<file path="config.mk">
export PLATFORM = sky130hd
export DESIGN_NAME = ncl_add_sequencer
export DESIGN_NICKNAME = d
export VERILOG_FILES = /design/src/rtl/ncl_add_sequencer.sv
export SDC_FILE = /design/constraint.sdc
export NUM_CORES = 1
export LEC_CHECK = 0
export ABC_AREA = 1
export CAP_MARGIN = 20
export CORE_UTILIZATION = 35
export CTS_CLUSTER_DIAMETER = 30
export DETAILED_ROUTE_END_ITERATION = 6
export DONT_BUFFER_PORTS = 1
export PLACE_DENSITY = 0.58
export SETUP_SLACK_MARGIN = 0.4
export SYNTH_ARGS = -nofsm -noshare
export SYNTH_HDL_FRONTEND = slang
export SYNTH_SLANG_ARGS = --single-unit
</file>
<file path="constraint.sdc">
create_clock -name clk -period 1.7 [get_ports clk]
set_input_delay 0.17 -clock clk [delete_from_list [all_inputs] [get_ports clk]]
set_output_delay 0.17 -clock clk [all_outputs]
set_load 0.01 [all_outputs]
</file>
<file path="src/rtl/ncl_add_sequencer.sv">
// ncl_add_sequencer: clocked four-phase handshake sequencer for a dual-rail
// NCL ripple-carry adder. It presents the operands as DATA and waits for the
// datapath to accept them. It captures the completed dual-rail result, then
// returns the datapath to NULL and pulses done. A per-phase watchdog parks the
// block in ST_ERR if the datapath stalls.
// Optional macro NCL_SEQ_ILLEGAL_CHK_EN: a synchronized result pair with both
// rails high in ST_CAPT or ST_NULL forces ST_ERR on the next edge. Without the
// macro, such a pair simply counts as incomplete.
module ncl_add_sequencer #(
  parameter int WIDTH   = 4,
  parameter int TIMEOUT = 255
) (
  input  logic                 clk,
  input  logic                 init,
  input  logic                 start,
  input  logic [WIDTH-1:0]     op_a,
  input  logic [WIDTH-1:0]     op_b,
  input  logic                 op_cin,
  output logic [2*WIDTH-1:0]   a_dr,
  output logic [2*WIDTH-1:0]   b_dr,
  output logic [1:0]           cin_dr,
  input  logic                 in_comp,
  input  logic [2*WIDTH-1:0]   sum_dr,
  input  logic [1:0]           cout_dr,
  output logic                 sum_comp,
  output logic                 busy,
  output logic                 done,
  output logic [WIDTH:0]       result,
  output logic                 err
);

  localparam int               CNT_W    = $clog2(TIMEOUT + 1);
  localparam logic [CNT_W-1:0] CNT_LAST = CNT_W'(TIMEOUT - 1);

  typedef enum logic [2:0] {
    ST_IDLE, ST_DATA, ST_CAPT, ST_NULL, ST_DONE, ST_ERR
  } state_t;

  state_t               state, state_nxt;
  logic [CNT_W-1:0]     cnt;
  logic                 load;
  logic                 ops_live;
  logic [WIDTH-1:0]     a_q, b_q;
  logic                 cin_q;

  // Two-flop synchronizer stages for the asynchronous datapath signals.
  // The result pairs are kept as one vector with the carry pair on top.
  logic                 in_comp_p0, in_comp_p1;
  logic [2*WIDTH+1:0]   res_p0, res_p1;

  logic                 res_complete;
  logic                 res_null;

  // Dual-rail encode: rail0 (false) at 2i, rail1 (true) at 2i+1.
  function automatic logic [2*WIDTH-1:0] dr_encode(input logic [WIDTH-1:0] x);
    logic [2*WIDTH-1:0] r;
    r = '0;
    for (int i = 0; i < WIDTH; i++) begin
      r[2*i]   = ~x[i];
      r[2*i+1] = x[i];
    end
    return r;
  endfunction

  // A pair is complete when exactly one rail is high; 2'b11 is not complete.
  function automatic logic dr_complete(input logic [2*WIDTH+1:0] v);
    logic ok;
    ok = 1'b1;
    for (int i = 0; i <= WIDTH; i++) ok &= v[2*i] ^ v[2*i+1];
    return ok;
  endfunction

  // Decoded bit is the true rail qualified by a low false rail.
  function automatic logic [WIDTH:0] dr_decode(input logic [2*WIDTH+1:0] v);
    logic [WIDTH:0] r;
    r = '0;
    for (int i = 0; i <= WIDTH; i++) r[i] = v[2*i+1] & ~v[2*i];
    return r;
  endfunction

`ifdef NCL_SEQ_ILLEGAL_CHK_EN
  logic res_illegal;

  function automatic logic dr_illegal(input logic [2*WIDTH+1:0] v);
    logic bad;
    bad = 1'b0;
    for (int i = 0; i <= WIDTH; i++) bad |= v[2*i] & v[2*i+1];
    return bad;
  endfunction

  assign res_illegal = dr_illegal(res_p1);
`endif

  assign res_complete = dr_complete(res_p1);
  assign res_null     = (res_p1 == '0);

  // Synchronize completion and result rails into the clk domain.
  always_ff @(posedge clk or posedge init) begin
    if (init) begin
      in_comp_p0 <= 1'b0;
      in_comp_p1 <= 1'b0;
      res_p0     <= '0;
      res_p1     <= '0;
    end else begin
      in_comp_p0 <= in_comp;
      in_comp_p1 <= in_comp_p0;
      res_p0     <= {cout_dr, sum_dr};
      res_p1     <= res_p0;
    end
  end

  // Operand capture on an accepted start; only meaningful while rails are live.
  always_ff @(posedge clk) begin
    if (state == ST_IDLE && start) begin
      a_q   <= op_a;
      b_q   <= op_b;
      cin_q <= op_cin;
    end
  end

  // State register.
  always_ff @(posedge clk or posedge init) begin
    if (init) state <= ST_IDLE;
    else      state <= state_nxt;
  end

  // Next-state logic; load marks the CAPT->NULL edge where the result is taken.
  always_comb begin
    state_nxt = state;
    load      = 1'b0;
    case (state)
      ST_IDLE: begin
        if (start) state_nxt = ST_DATA;
      end
      ST_DATA: begin
        if (in_comp_p1)             state_nxt = ST_CAPT;
        else if (cnt == CNT_LAST)   state_nxt = ST_ERR;
      end
      ST_CAPT: begin
        if (res_complete) begin
          state_nxt = ST_NULL;
          load      = 1'b1;
        end else if (cnt == CNT_LAST) begin
          state_nxt = ST_ERR;
        end
`ifdef NCL_SEQ_ILLEGAL_CHK_EN
        if (res_illegal) begin
          state_nxt = ST_ERR;
          load      = 1'b0;
        end
`endif
      end
      ST_NULL: begin
        if (!in_comp_p1 && res_null) state_nxt = ST_DONE;
        else if (cnt == CNT_LAST)    state_nxt = ST_ERR;
`ifdef NCL_SEQ_ILLEGAL_CHK_EN
        if (res_illegal) state_nxt = ST_ERR;
`endif
      end
      ST_DONE: state_nxt = ST_IDLE;
      ST_ERR:  state_nxt = ST_ERR;
      default: state_nxt = ST_IDLE;
    endcase
  end

  // Phase watchdog: restarts on every state change, counts in handshake phases.
  always_ff @(posedge clk or posedge init) begin
    if (init) begin
      cnt <= '0;
    end else if (state_nxt != state) begin
      cnt <= '0;
    end else if (state == ST_DATA || state == ST_CAPT || state == ST_NULL) begin
      cnt <= cnt + CNT_W'(1);
    end
  end

  // Result register: loads only on a clean capture, otherwise holds.
  always_ff @(posedge clk or posedge init) begin
    if (init)      result <= '0;
    else if (load) result <= dr_decode(res_p1);
  end

  // Outputs decoded from the state so that init clears them immediately.
  assign ops_live = (state == ST_DATA) || (state == ST_CAPT);
  assign a_dr     = ops_live ? dr_encode(a_q) : '0;
  assign b_dr     = ops_live ? dr_encode(b_q) : '0;
  assign cin_dr   = ops_live ? {cin_q, ~cin_q} : 2'b00;
  assign sum_comp = (state == ST_NULL) || (state == ST_ERR);
  assign busy     = (state != ST_IDLE);
  assign done     = (state == ST_DONE);
  assign err      = (state == ST_ERR);

endmodule

</file>
==> impl_metrics.ini <==
[status]
status = completed

[worst_hold_path]
hold_class = input port to flop
whs_path_depth = 5

[timing]
clock.fmax_mhz = 606
slew_viol_final = 0
maxSlewHeadroom_pct = 69.0
hold-worst-slack_ps = 310
period_share_pct = 97.0
setup_viol = 0
grt_setup_unrepaired = true
tightest_slew_ps = 464
finalCriticalPeriod_ps = 1650
timing.setup.tns_ps = 0
setup_slack_ps = 51.2
final-hold-violation-count = 0
fin_skew_ps = 3.70

[floorplan]
die-area_um2 = 6320
initial_core_util_pct = 37.2
die_w_um = 79.5
core_um2 = 5640
rows = 27
die_y_um = 79.5
ios = 50

[drt]
drc_errors = 0
drtAntennaViolNets = 0
via_count = 1523
dr.pass1.iters = 4
wl_per_cell_um = 12.5
viasPerCell = 4.44
wl_um = 4270
dr.first_iter.drc_count = 81

[layout]
fin_cells = 343
fin_util_pct = 57.7
drive_gt1_share_pct = 48.3
n_antenna_cell = 0
syn_to_final_growth_pct = 54.9
nets = 305

[place]
post-place-ws_ps = 57.6
placed_cells = 285
port_buffers = 0
dpl.hpwl_um = 2490
gp_congestion = 0.822

[synthesis]
synth-seq-area-share_pct = 58.1
ys.warnings.count = 0
synth_area_leaders = dfrtp_1, edfxtp_1, ha_1
synth-compound-area-share_pct = 1.07
synthCells = 209
synth_common_cells = dfrtp_1, inv_1, nor2_1, nand2_1, ha_1
synth-main-ff-cell = dfrtp_1
synth_fa_ha_area_share_pct = 7.15
synth.top_cell.area_share_pct = 45.3
syn_area_um2 = 2100
synth_nets = 244
synth_xor_area_share_pct = 2.92
synth_top_family_by_area = simple AND/OR/NAND/NOR gates
synth_simple_gate_area_share_pct = 20.4
synthArstFlopShare_pct = 80.9
synth_top_area_cell = dfrtp_1
syn_avg_cell_area_um2 = 10.1
synth_edf_count = 9
synth_seq_cells = 47
synth.most_common_cell = dfrtp_1
synthDistinctLibCells = 27
synthMuxAreaShare_pct = 2.68

[critical_path]
cp_max_fo = 8
start_kind = flop
path_class = flop to flop
required_ps = 1930
r2r.worst_path.cells = 12
crit_arrival_ps = 1880
end_kind = flop

[power]
peakVddDrop_mv = 1.04
leakagePower_nw = 1.50
power-per-cell-area_nw_per_um2 = 1460

[clocking]
clock_latency_ps = 300
root_buffer = clkbuf_8
h-tree-depth = 2
clk_pin_slew_ps = 80
cts.path.max_buffers = 2
cts.sinks = 47
cts_tree = built
numCtsBuffers = 5

[global_route]
antenna_found_initial = 0
grt_pass1_vias = 1472
grt_pass1_wl_um = 6570
gr-total-overflow = 0
grt_max_degree = 39
track_usage_pct = 14.1

[run]
cap_viol_max_count = 0
## layout make-up
| class | instances | area [um^2] |
|---|---|---|
| clock buffer | 6 | 82.6 |
| multi-input combinational | 121 | 1070 |
| tap | 72 | 90.1 |
| clock inverter | 2 | 35.0 |
| inverter | 39 | 154 |
| sequential | 47 | 1220 |
| timing repair buffer | 56 | 596 |
| fill | 450 | 2390 |
## stage by stage
step                cell area [um^2]  power [mW]
finish                          3250        4.76
global route                    3250        5.04
CTS                             3030        4.37
detailed placement              2310        2.67
global placement                2310        2.66
floorplan                       2200        2.48
## state kept, by name (all words and copies together) (netlist names)
signal,count
res_p0,10
cin_q,1
b_q,4
state,3
result,5
in_comp_p1,1
cnt,8
res_p1,10
a_q,4
in_comp_p0,1
## routing by layer
| layer | share of wire (%) | GRT usage (%) |
|---|---|---|
| met5 | 0 | 0 |
| met4 | 3.0 | 6.18 |
| met3 | 5.1 | 3.89 |
| met2 | 51 | 24.9 |
| met1 | 41 | 15.9 |
## cells in the final DEF (no fill, tap or decap), types with 2 or more instances in the layout
master	count
clkbuf_8	6
dlygate4sd3_1	21
nand2_1	18
nor2_1	8
buf_6	14
nand3_2	4
nor2_4	25
nand3_4	3
buf_4	17
inv_2	13
buf_16	2
nand2_2	16
nand3_1	6
nand2_4	3
edfxtp_1	9
inv_1	23
ha_4	5
xor2_1	6
nor2_2	7
dfrtp_2	3
mux2_2	5
dfrtp_1	35
ha_1	7
## power by group
| group | leakage [nW] | internal [mW] | switching, mW |
|---|---|---|---|
| clock | 0.0612 | 0.475 | 0.351 |
| combinational | 0.881 | 1.17 | 1.32 |
| sequential | 0.557 | 1.30 | 0.138 |
## kinds of logic after synthesis
family                   after synthesis
AND/OR/NAND/NOR                       93
flip-flops                            47
buffers and inverters                 41
adder cells (fa/ha/maj)               12
XOR/XNOR                               7
multiplexers                           5
AO/OA/AOI/OAI                          4
## final timing paths
check                                     from                   to  slack, ps
setup / recovery            state[1]$_DFF_PP0_   cnt[0]$_DFFE_PP0P_         50
hold / removal                           start   state[0]$_DFF_PP0_        310
max in group asynchronous                 init   state[2]$_DFF_PP0_        940
min in group asynchronous                 init  res_p0[0]$_DFF_PP0_        410
hold reg to reg            res_p0[5]$_DFF_PP0_  res_p1[5]$_DFF_PP0_        350
setup reg to reg            state[1]$_DFF_PP0_   cnt[0]$_DFFE_PP0P_         50
## worst max-delay path, stage by stage, from the launching register on
cell,delay (ps)
dfrtp_2,450
inv_2,110
nand2_2,80
o21ai_4,150
inv_4,100
buf_4,150
nand2_2,50
nand2_2,70
nand2_2,70
nand2_2,60
nor2_4,90
nand2_4,100
nor2_2,110
## what timing repair did
action                                  CTS  global route
gates resized for setup                  53            41
gates cloned                              3             1
buffers inserted                         16             9
endpoints found under the setup margin   45            47
hold buffers                             21             0
hold endpoints to repair                 58             0
pin swaps                                16            27
(Power assumes the default switching activity.)
